[src/rtl/cpu_io_agent_pkg.sv]
// cpu_io_agent_pkg
//   Shared types and constants for the CPU I/O agent:
//     - IO_W            : byte width of every data path (8)
//     - agent_state_e   : delivery FSM states IDLE / PULSE / HOLD
//     - CPU_INPUT_RST   : reset value driven on the CPU INPUT bus
//     - HOST_OUT_DATA_RST: reset value of the captured-output byte
//     - cnt_width()     : width of the shared PULSE/HOLD down-counter
package cpu_io_agent_pkg;

  localparam int unsigned IO_W = 8;

  typedef enum logic [1:0] {
    IDLE  = 2'd0,
    PULSE = 2'd1,
    HOLD  = 2'd2
  } agent_state_e;

  localparam logic [IO_W-1:0] CPU_INPUT_RST     = '0;
  localparam logic [IO_W-1:0] HOST_OUT_DATA_RST = '0;

  // One counter serves both timed states, so it is sized for the longer one.
  function automatic int unsigned cnt_width(input int unsigned a, input int unsigned b);
    int unsigned m;
    m = (a > b) ? a : b;
    return $clog2(m + 1);
  endfunction

endpackage

[src/rtl/cpu_io_agent_if.sv]
// cpu_io_agent_if
//   Bundles the host streams and the CPU pin-level signals of cpu_io_agent.
//   modport slave  : the agent itself
//   modport master : whatever drives the agent (host logic / CPU / bench)
//   Host in stream : HOST_IN_DATA, HOST_IN_VALID, HOST_IN_READY
//   CPU pins       : CPU_INPUT, CPU_INTR, CPU_OUTPUT
//   Host out stream: HOST_OUT_DATA, HOST_OUT_VALID, HOST_OUT_READY
//   Status         : OVF (sticky dropped capture), BUSY (delivery in progress)
interface cpu_io_agent_if;
  import cpu_io_agent_pkg::*;

  logic [IO_W-1:0] HOST_IN_DATA;
  logic            HOST_IN_VALID;
  logic            HOST_IN_READY;
  logic [IO_W-1:0] CPU_INPUT;
  logic            CPU_INTR;
  logic [IO_W-1:0] CPU_OUTPUT;
  logic [IO_W-1:0] HOST_OUT_DATA;
  logic            HOST_OUT_VALID;
  logic            HOST_OUT_READY;
  logic            OVF;
  logic            BUSY;

  modport master (
    output HOST_IN_DATA, HOST_IN_VALID, CPU_OUTPUT, HOST_OUT_READY,
    input  HOST_IN_READY, CPU_INPUT, CPU_INTR, HOST_OUT_DATA, HOST_OUT_VALID,
           OVF, BUSY
  );

  modport slave (
    input  HOST_IN_DATA, HOST_IN_VALID, CPU_OUTPUT, HOST_OUT_READY,
    output HOST_IN_READY, CPU_INPUT, CPU_INTR, HOST_OUT_DATA, HOST_OUT_VALID,
           OVF, BUSY
  );

endinterface

[src/rtl/cpu_io_agent_fifo.sv]
// cpu_io_agent_fifo
//   Synchronous FIFO for host bytes waiting to be delivered to the CPU.
//   Ports:
//     clk, rst_n : rising-edge clock, asynchronous active-low reset
//     push/wdata : write request and data (ignored when full)
//     pop/rdata  : read request (ignored when empty); rdata shows the head
//     full/empty : occupancy flags, combinational from the count
//   DEPTH must be a power of two (pointers wrap by natural overflow).
module cpu_io_agent_fifo
  import cpu_io_agent_pkg::*;
#(
  parameter int unsigned DEPTH = 4
) (
  input  logic            clk,
  input  logic            rst_n,
  input  logic            push,
  input  logic            pop,
  input  logic [IO_W-1:0] wdata,
  output logic [IO_W-1:0] rdata,
  output logic            full,
  output logic            empty
);

  localparam int unsigned PTR_W = $clog2(DEPTH);
  localparam int unsigned CNT_W = PTR_W + 1;
  localparam logic [CNT_W-1:0] DEPTH_CNT = CNT_W'(DEPTH);

  logic [IO_W-1:0]  mem [DEPTH];
  logic [PTR_W-1:0] wr_ptr;
  logic [PTR_W-1:0] rd_ptr;
  logic [CNT_W-1:0] count;
  logic             push_ok;
  logic             pop_ok;

  assign full    = (count == DEPTH_CNT);
  assign empty   = (count == '0);
  // Full refuses a push even when a pop frees a slot on the same edge.
  assign push_ok = push && !full;
  assign pop_ok  = pop && !empty;
  assign rdata   = mem[rd_ptr];

  always_ff @(posedge clk or negedge rst_n) begin
    if (!rst_n) begin
      wr_ptr <= '0;
      rd_ptr <= '0;
      count  <= '0;
    end else begin
      if (push_ok) wr_ptr <= wr_ptr + PTR_W'(1);
      if (pop_ok)  rd_ptr <= rd_ptr + PTR_W'(1);
      case ({push_ok, pop_ok})
        2'b10:   count <= count + CNT_W'(1);
        2'b01:   count <= count - CNT_W'(1);
        default: count <= count;
      endcase
    end
  end

  // Storage needs no reset: the count alone decides what is valid.
  always_ff @(posedge clk) begin
    if (push_ok) mem[wr_ptr] <= wdata;
  end

endmodule

[src/rtl/cpu_io_agent.sv]
// cpu_io_agent
//   Host-side I/O agent for the CPU's INPUT / OUTPUT / INTR_in pins.
//   Bytes from the host stream are queued, then presented one at a time on
//   CPU_INPUT with a CPU_INTR pulse of INTR_CYCLES, followed by a HOLD_CYCLES
//   guard before the next byte. New values driven by the CPU on CPU_OUTPUT
//   are captured and returned to the host as a valid/ready stream.
//   Ports:
//     CLK : rising-edge clock
//     RST : asynchronous active-low reset
//     bus : cpu_io_agent_if.slave (host streams, CPU pins, OVF, BUSY)
//   Build option:
//     CPU_IO_AGENT_OUT_CAPTURE_EN defined   -> output capture implemented
//     CPU_IO_AGENT_OUT_CAPTURE_EN undefined -> HOST_OUT_DATA/VALID and OVF
//                                              tied to 0, CPU_OUTPUT ignored
module cpu_io_agent
  import cpu_io_agent_pkg::*;
#(
  parameter int unsigned FIFO_DEPTH  = 4,
  parameter int unsigned INTR_CYCLES = 2,
  parameter int unsigned HOLD_CYCLES = 16
) (
  input logic           CLK,
  input logic           RST,
  cpu_io_agent_if.slave bus
);

  localparam int unsigned CNT_W = cnt_width(INTR_CYCLES, HOLD_CYCLES);
  localparam logic [CNT_W-1:0] INTR_LOAD = CNT_W'(INTR_CYCLES - 1);
  localparam logic [CNT_W-1:0] HOLD_LOAD = CNT_W'(HOLD_CYCLES - 1);

  // ---------------------------------------------------------------- input FIFO
  logic            fifo_pop;
  logic [IO_W-1:0] fifo_rdata;
  logic            fifo_full;
  logic            fifo_empty;

  cpu_io_agent_fifo #(
    .DEPTH (FIFO_DEPTH)
  ) u_fifo (
    .clk   (CLK),
    .rst_n (RST),
    .push  (bus.HOST_IN_VALID),
    .pop   (fifo_pop),
    .wdata (bus.HOST_IN_DATA),
    .rdata (fifo_rdata),
    .full  (fifo_full),
    .empty (fifo_empty)
  );

  assign bus.HOST_IN_READY = !fifo_full;

  // ------------------------------------------------------------ delivery FSM
  agent_state_e    state,     state_nxt;
  logic [CNT_W-1:0] cnt,      cnt_nxt;
  logic [IO_W-1:0] cpu_input, cpu_input_nxt;
  logic            cpu_intr,  cpu_intr_nxt;

  always_ff @(posedge CLK or negedge RST) begin
    if (!RST) begin
      state     <= IDLE;
      cnt       <= '0;
      cpu_input <= CPU_INPUT_RST;
      cpu_intr  <= 1'b0;
    end else begin
      state     <= state_nxt;
      cnt       <= cnt_nxt;
      cpu_input <= cpu_input_nxt;
      cpu_intr  <= cpu_intr_nxt;
    end
  end

  // The counter is loaded with (cycles-1) on entry and the state is left
  // when it reads zero, so each timed state lasts exactly its cycle count.
  always_comb begin
    state_nxt     = state;
    cnt_nxt       = cnt;
    cpu_input_nxt = cpu_input;
    cpu_intr_nxt  = cpu_intr;
    fifo_pop      = 1'b0;
    case (state)
      IDLE: begin
        if (!fifo_empty) begin
          fifo_pop      = 1'b1;
          cpu_input_nxt = fifo_rdata;
          cpu_intr_nxt  = 1'b1;
          cnt_nxt       = INTR_LOAD;
          state_nxt     = PULSE;
        end
      end
      PULSE: begin
        if (cnt == '0) begin
          cpu_intr_nxt = 1'b0;
          cnt_nxt      = HOLD_LOAD;
          state_nxt    = HOLD;
        end else begin
          cnt_nxt = cnt - CNT_W'(1);
        end
      end
      HOLD: begin
        if (cnt == '0) begin
          state_nxt = IDLE;
        end else begin
          cnt_nxt = cnt - CNT_W'(1);
        end
      end
      default: begin
        cpu_intr_nxt = 1'b0;
        state_nxt    = IDLE;
      end
    endcase
  end

  assign bus.CPU_INPUT = cpu_input;
  assign bus.CPU_INTR  = cpu_intr;
  assign bus.BUSY      = (state != IDLE);

  // ---------------------------------------------------------- output capture
`ifdef CPU_IO_AGENT_OUT_CAPTURE_EN
  logic [IO_W-1:0] last_out;
  logic [IO_W-1:0] out_data;
  logic            out_valid;
  logic            ovf;
  logic            out_changed;

  assign out_changed = (bus.CPU_OUTPUT != last_out);

  always_ff @(posedge CLK or negedge RST) begin
    if (!RST) begin
      last_out  <= '0;
      out_data  <= HOST_OUT_DATA_RST;
      out_valid <= 1'b0;
      ovf       <= 1'b0;
    end else begin
      last_out <= bus.CPU_OUTPUT;
      if (out_changed) begin
        // A pending byte being taken this edge frees the slot for the new one.
        if (!out_valid || bus.HOST_OUT_READY) begin
          out_data  <= bus.CPU_OUTPUT;
          out_valid <= 1'b1;
        end else begin
          ovf <= 1'b1;
        end
      end else if (out_valid && bus.HOST_OUT_READY) begin
        out_valid <= 1'b0;
      end
    end
  end

  assign bus.HOST_OUT_DATA  = out_data;
  assign bus.HOST_OUT_VALID = out_valid;
  assign bus.OVF            = ovf;
`else
  logic unused_capture_inputs;
  assign unused_capture_inputs = ^{bus.CPU_OUTPUT, bus.HOST_OUT_READY};

  assign bus.HOST_OUT_DATA  = HOST_OUT_DATA_RST;
  assign bus.HOST_OUT_VALID = 1'b0;
  assign bus.OVF            = 1'b0;
`endif

endmodule

[src/flat_wrapper.sv]
// flat-port wrapper written by rule: the top's interface ports become plain ports
module cpu_io_agent_flat import cpu_io_agent_pkg::*;
#(
  parameter int unsigned FIFO_DEPTH  = 4,
  parameter int unsigned INTR_CYCLES = 2,
  parameter int unsigned HOLD_CYCLES = 16
)
  (CLK, RST, bus_HOST_IN_DATA, bus_HOST_IN_VALID, bus_CPU_OUTPUT, bus_HOST_OUT_READY, bus_HOST_IN_READY, bus_CPU_INPUT, bus_CPU_INTR, bus_HOST_OUT_DATA, bus_HOST_OUT_VALID, bus_OVF, bus_BUSY);
  cpu_io_agent_if bus_i ();
  input logic CLK;
  input logic RST;
  input wire logic [$bits(bus_i.HOST_IN_DATA)-1:0] bus_HOST_IN_DATA;
  input wire logic [$bits(bus_i.HOST_IN_VALID)-1:0] bus_HOST_IN_VALID;
  input wire logic [$bits(bus_i.CPU_OUTPUT)-1:0] bus_CPU_OUTPUT;
  input wire logic [$bits(bus_i.HOST_OUT_READY)-1:0] bus_HOST_OUT_READY;
  output wire logic [$bits(bus_i.HOST_IN_READY)-1:0] bus_HOST_IN_READY;
  output wire logic [$bits(bus_i.CPU_INPUT)-1:0] bus_CPU_INPUT;
  output wire logic [$bits(bus_i.CPU_INTR)-1:0] bus_CPU_INTR;
  output wire logic [$bits(bus_i.HOST_OUT_DATA)-1:0] bus_HOST_OUT_DATA;
  output wire logic [$bits(bus_i.HOST_OUT_VALID)-1:0] bus_HOST_OUT_VALID;
  output wire logic [$bits(bus_i.OVF)-1:0] bus_OVF;
  output wire logic [$bits(bus_i.BUSY)-1:0] bus_BUSY;
  assign bus_i.HOST_IN_DATA = bus_HOST_IN_DATA;
  assign bus_i.HOST_IN_VALID = bus_HOST_IN_VALID;
  assign bus_i.CPU_OUTPUT = bus_CPU_OUTPUT;
  assign bus_i.HOST_OUT_READY = bus_HOST_OUT_READY;
  assign bus_HOST_IN_READY = bus_i.HOST_IN_READY;
  assign bus_CPU_INPUT = bus_i.CPU_INPUT;
  assign bus_CPU_INTR = bus_i.CPU_INTR;
  assign bus_HOST_OUT_DATA = bus_i.HOST_OUT_DATA;
  assign bus_HOST_OUT_VALID = bus_i.HOST_OUT_VALID;
  assign bus_OVF = bus_i.OVF;
  assign bus_BUSY = bus_i.BUSY;
  cpu_io_agent #(.FIFO_DEPTH(FIFO_DEPTH), .INTR_CYCLES(INTR_CYCLES), .HOLD_CYCLES(HOLD_CYCLES)) u_core (.CLK(CLK), .RST(RST), .bus(bus_i));
endmodule
[config.mk]
export PLATFORM = sky130hd
export DESIGN_NAME = cpu_io_agent_flat
export DESIGN_NICKNAME = d
export VERILOG_FILES = /design/src/rtl/cpu_io_agent_pkg.sv /design/src/rtl/cpu_io_agent_if.sv /design/src/rtl/cpu_io_agent_fifo.sv /design/src/rtl/cpu_io_agent.sv /design/src/flat_wrapper.sv
export SDC_FILE = /design/constraint.sdc
export NUM_CORES = 1
export LEC_CHECK = 0
export ABC_AREA = 1
export CORE_UTILIZATION = 50
export CTS_CLUSTER_DIAMETER = 30
export DETAILED_ROUTE_END_ITERATION = 10
export PLACE_DENSITY = 0.78
export RECOVER_POWER = 25
export SYNTH_ARGS = -nofsm -noshare
export SYNTH_HDL_FRONTEND = slang
export SYNTH_SLANG_ARGS = --single-unit
[constraint.sdc]
create_clock -name CLK -period 2.9 [get_ports CLK]
set_clock_uncertainty 0.2 [all_clocks]
set_input_delay 0.87 -clock CLK [delete_from_list [all_inputs] [get_ports CLK]]
set_output_delay 0.87 -clock CLK [all_outputs]
set_load 0.01 [all_outputs]
==> results of run 1 <==
sequential cells by signal, indices dropped and copies added (netlist names):
register and count:
u_core.u_fifo.mem 32, u_core.bus.CPU_INPUT 8, u_core.u_fifo.count 3, u_core.state 2, u_core.u_fifo.rd_ptr 2, u_core.u_fifo.wr_ptr 2, u_core.bus.CPU_INTR 1, u_core.cnt 5
metal layers:
metal / share of wire (%) / GRT usage, %
met1: 43 / 20.9
met2: 51 / 32.0
met3: 4.0 / 3.45
met4: 1.3 / 8.93
met5: 0 / 0
worst register-to-register path, stage by stage, from the launching register on:
cell and delay (ps):
dfrtp_1 400, inv_1 100, ha_1 260, nand2_4 80
inv_4 160, ha_1 170, inv_1 60, fa_1 370
a21oi_1 130, o21ai_0 110, xor2_1 150
worst max-delay path by stage:
stage / start / endpoint / slack, ps / cells after the start
2_1_floorplan: bus_HOST_IN_VALID / u_core.u_fifo.count[2] / 650 / 7
3_3_place_gp: bus_HOST_IN_VALID / u_core.u_fifo.count[2] / 240 / 8
3_5_place_dp: bus_HOST_IN_VALID / u_core.u_fifo.count[2] / 240 / 8
4_1_cts: u_core.state[0] / bus_BUSY / 130 / 4
5_1_grt: u_core.state[0] / bus_BUSY / 60 / 4
6_report: u_core.state[0] / bus_BUSY / 130 / 4
synthesized netlist by cell type (all sizes together):
master  count  area [um^2]
nand4       1         6.26
buf        14          120
edfxtp     32          961
clkbuf      1         5.00
xnor2       2         17.5
fa          1         20.0
conb        1         3.75
o21ai      24          120
a31oi       8         50.1
xor2        3         26.3
nand2      29          121
nand3       8         45.0
inv        25         96.3
ha         10          125
nor2       56          220
dfrtp      23          576
a21oi       4         20.0
cell type report:
| cell class | instances | share of cell area (%) |
|---|---|---|
| clock buffers | 5 | 2.38 |
| flip-flops and latches | 55 | 53.1 |
| clock inverters | 3 | 1.64 |
| multi-input cells | 156 | 28.0 |
| inverters | 25 | 3.33 |
| repair buffers | 27 | 8.69 |
| well taps | 67 | 2.90 |
cells in the final DEF (no fill, tap or decap), types with 7 or more instances in the layout:
cell type and count:
a31oi_1 8, o21ai_0 24, edfxtp_1 32, nand2_1 26, clkdlybuf4s50_1 18, nand3_1 7, nor2_1 54, ha_1 10
conb_1 10, inv_1 23, dfrtp_1 23
per-stage QoR:
step | worst slack, ps | utilization (%) | power (mW)
finish | 134 | 60.5 | 3.04
CTS | 129 | 60.5 | 3.06
global route | 60.4 | 60.5 | 3.30
global placement | 244 | 58.1 | 2.50
detailed placement | 241 | 58.1 | 2.56
floorplan | 646 | - | 2.19
report_power, final:
part | internal, mW | switching, mW | leakage [nW]
clock network | 0.262 | 0.244 | 0.0587
registers | 1.08 | 0.173 | 0.565
logic | 0.527 | 0.759 | 0.591
logic make-up after synthesis:
| kind of cell | Yosys count | share of synthesized area [%] |
|---|---|---|
| xor+xnor | 5 | 1.73 |
| compound gates | 36 | 7.51 |
| flops | 55 | 60.6 |
| simple gates | 94 | 15.5 |
| buf+inv | 40 | 8.74 |
| other cells | 1 | 0.148 |
| fa+ha+maj | 11 | 5.73 |
==> impl_metrics.json, run 1 <==
{
  "status": "finished clean",
  "ys_seq_area_share_pct": 60.6,
  "antenna_found_initial": 0,
  "ir_worst_vdd_v": 0.000497,
  "p_leak_nw": 1.21,
  "seqCellArea_um2": 1540,
  "arrival_ps": 1700,
  "reg2reg_slack_ps": 590,
  "slowest_delay_ps": 550,
  "fin_cells": 338,
  "synth_area_um2": 2530,
  "area_delta_synth_final_pct": 14.2,
  "postCtsSetupRepairBufs": 0,
  "drive_above_1_share_pct": 7.75,
  "via_per_inst": 4.77,
  "fmax_mhz": 362,
  "path_cells": "inv_1 -> ha_1 -> inv_1 -> clkdlybuf4s50_1",
  "die_w_um": 73.2,
  "grt_pass1_vias": 1609,
  "crit_buf_inv": 3,
  "hold_path_startpoint": "u_core.bus.CPU_INTR",
  "clkSinkCount": 55,
  "crit_top_cell": "inv_1",
  "worst_skew_pair.late_latency_ps": 310,
  "hpwl_mm": 2.82,
  "grt_max_degree": 24,
  "holdPathStages": 2,
  "clkSlewWorstSetupHoldPaths_ps": 100,
  "port_buffers": 21,
  "cp-end-kind": "primary output",
  "cts_root_buf": "clkbuf_8",
  "r2r-end": "u_core.u_fifo.count[2]",
  "gp_congestion": 0.801,
  "die_area_um2": 5360,
  "multi_input_area_um2": 810,
  "hold_buffers": 0,
  "netlist_instances": 242,
  "r2r_cells": 10,
  "crit_fanout": 4,
  "p_per_area_nw_per_um2": 1050,
  "avgRoutedWirePerCell_um": 12.5,
  "critical-path-top-delay-family": "buffers and inverters",
  "row_count": 25,
  "tritoncts": "yes",
  "hold_viol": 0,
  "post_cts_resized": 0,
  "hp-class": "register to register",
  "placed_cells": 330,
  "hold_end": "u_core.bus.CPU_INTR",
  "drt_first_iter_violations": 60,
  "grt_pass1_wl_mm": 7.04,
  "initial_core_util_pct": 52.9,
  "io_pins": 41,
  "fill_cells": 402,
  "ant_nets": 0,
  "cts_max_level": 2,
  "synth_seq_cells": 55,
  "setup_tns_ps": 0,
  "antenna_cells": 0,
  "core_um2": 4790,
  "vias": 1611,
  "rsz0062_at_grt": "no",
  "setup_viol": 0,
  "cpMaxStageDelayCell": "clkdlybuf4s50_1",
  "worst_pin_slew_ps": 1290,
  "die_y_um": 73.2,
  "final_area_um2": 2890,
  "fin_nets": 301,
  "max_slew_margin_pct": 14.2,
  "yosysWarningCount": 0,
  "holdWs_ps": 298,
  "fin_crit_ps": 2770,
  "cts_buffer_depth": 2,
  "dr.pass1.iters": 4,
  "overflow": 0,
  "wl_mm": 4.22,
  "worstSetupPathType": "register to primary output",
  "slew_viol_final": 0,
  "required_ps": 1830,
  "dpl_cell_area_um2": 2780,
  "drc": 0,
  "period_share_pct": 95.4,
  "r2r_start": "u_core.state[1]",
  "synth.distinct_cells": 26,
  "grt_usage_pct": 18.1,
  "cts_buffers": 5,
  "syn_area_per_cell_um2": 10.5,
  "maxCapViolations": 0,
  "crit_path_start_kind": "register"
}
(Power assumes the default switching activity.)
==> inputs of run 2 (changes only) <==
CORE_ASPECT_RATIO = 0.7   (was unset)
PLACE_DENSITY = 0.85   (was 0.78)
SKIP_LAST_GASP = 1   (was unset)
==> run 2 against run 1 <==
Compared with the run above:
- power is 2.0% lower
- largest power group unchanged
- highest routed layer unchanged
- worst hold slack gained 0.73 ps
- final area decreased by 0.48%
- register-to-register slack is essentially flat
- wire length up 0.81%
- cell count grew 0.59%
==> impl_metrics.json, run 2 (synthesis gave the netlist of run 1 again) <==
{
  "ir_worst_vdd_v": 0.000462,
  "worstSetupPathType": "register to primary output",
  "p_leak_nw": 1.21,
  "fmax_mhz": 357,
  "required_ps": 1830,
  "maxCapViolations": 0,
  "io_pins": 41,
  "slew_viol_final": 0,
  "dp_slack_ps": 236,
  "cts_max_level": 2,
  "rsz0062_at_grt": "no",
  "ant_nets": 0,
  "initial_core_util_pct": 52.4,
  "gp_congestion": 0.812,
  "final_common_cell": "nor2_1",
  "grt_max_degree": 24,
  "die_y_um": 61.6,
  "cts_buffer_depth": 2,
  "postCtsSetupRepairBufs": 0,
  "final_core_util_pct": 59.6,
  "hold_viol": 0,
  "area_delta_synth_final_pct": 13.7,
  "grt_pass1_vias": 1484,
  "clkSinkCount": 55,
  "power.total_mw": 2.99,
  "die_area_um2": 5360,
  "path_cells": "inv_1 -> ha_1 -> inv_1 -> clkdlybuf4s50_1",
  "critical-path-top-delay-family": "buffers and inverters",
  "port_buffers": 21,
  "die_w_um": 87.1,
  "crit_fanout": 4,
  "avgRoutedWirePerCell_um": 12.5,
  "tritoncts": "yes",
  "setup_viol": 0,
  "via_per_inst": 4.81,
  "antenna_cells": 0,
  "drt_first_iter_violations": 97,
  "cpMaxStageDelayCell": "clkdlybuf4s50_1",
  "drc": 0,
  "setup_tns_ps": 0,
  "post_cts_resized": 0,
  "crit_path_start_kind": "register",
  "worst_skew_pair.late_latency_ps": 320,
  "vias": 1634,
  "crit_buf_inv": 3,
  "cts_root_buf": "clkbuf_8",
  "cts_buffers": 5,
  "mostFrequentLayoutCells": "nor2_1, edfxtp_1, nand2_1",
  "dr.pass1.iters": 4,
  "arrival_ps": 1730,
  "wl_mm": 4.25,
  "antenna_found_initial": 0,
  "fin_nets": 301,
  "grt_usage_pct": 17.6,
  "period_share_pct": 96.7,
  "clkSlewWorstSetupHoldPaths_ps": 100,
  "overflow": 0,
  "max_slew_margin_pct": 14.7,
  "slowest_delay_ps": 550,
  "hpwl_mm": 2.97,
  "core_um2": 4830,
  "worst_slack_ps": 95.8,
  "cp-end-kind": "primary output",
  "grt_pass1_wl_mm": 6.90,
  "regMostFlops": "u_core.u_fifo.mem",
  "status": "finished clean",
  "drive_above_1_share_pct": 7.75,
  "fin_crit_ps": 2800,
  "p_per_area_nw_per_um2": 1040,
  "row_count": 21,
  "hp-class": "register to register",
  "crit_top_cell": "inv_1",
  "hold_buffers": 0,
  "worst_pin_slew_ps": 1280,
  "largest_reg_flops": 32
}
-- run 2: worst register-to-register path: cells and delay by family, from the launching register on --
| family | cells | cell delay [ps] |
|---|---|---|
| flip-flops | 1 | 420 |
| AO/OA/AOI/OAI | 2 | 240 |
| adder cells (fa/ha/maj) | 3 | 800 |
| buffers and inverters | 3 | 320 |
| AND/OR/NAND/NOR | 1 | 80 |
| XOR/XNOR | 1 | 150 |
-- run 2: final cells by class --
cell class                 count  area (um^2)
clock inverter                 3         31.3
fill                         413         1950
inverter                      25         96.3
clock buffer                   5         68.8
sequential                    55         1540
tap                           69         86.3
multi-input combinational    156          810
timing repair buffer          27          251
-- run 2: report_power, final --
part	internal [mW]	total, mW	switching, mW
clock	0.184	0.454	0.271
sequential	1.08	1.25	0.173
combinational	0.527	1.28	0.751
-- run 2: path summary, 6_finish.rpt --
kind                                      from                 endpoint  slack, ps  cells after the start
min reg2reg                u_core.bus.CPU_INTR      u_core.bus.CPU_INTR        300                      2
min in group asynchronous                  RST  u_core.bus.CPU_INPUT[1]       1150                      2
max in group asynchronous                  RST  u_core.u_fifo.wr_ptr[0]        600                      2
min                        u_core.bus.CPU_INTR      u_core.bus.CPU_INTR        300                      2
max reg2reg                    u_core.state[0]   u_core.u_fifo.count[2]        580                     10
max                            u_core.state[0]                 bus_BUSY        100                      4
-- run 2: stage by stage --
stage / std cells / cell area [um^2] / hold slack [ps]
2_1_floorplan: 251 / 2570 / 271
3_3_place_gp: 332 / 2780 / 266
3_5_place_dp: 332 / 2780 / 278
4_1_cts: 340 / 2880 / 303
5_1_grt: 340 / 2880 / 345
6_report: 340 / 2880 / 299
-- run 2: layer usage --
metal | vias up | share of wire, % | routed length, um | track usage [%]
met2 | 29 | 51 | 2190 | 32.2
met3 | 4 | 3.0 | 129 | 4.69
met1 | 777 | 45 | 1900 | 21.3
li1 | 824 | - | - | -
met4 | 0 | 0.75 | 32 | 4.29
met5 | - | 0 | 0 | 0
==> inputs of run 3 (changes only) <==
CAP_MARGIN = 10   (was unset)
==> results of run 3 <==
Same layout as run 2: the final DEF is identical, and so are final timing and power.
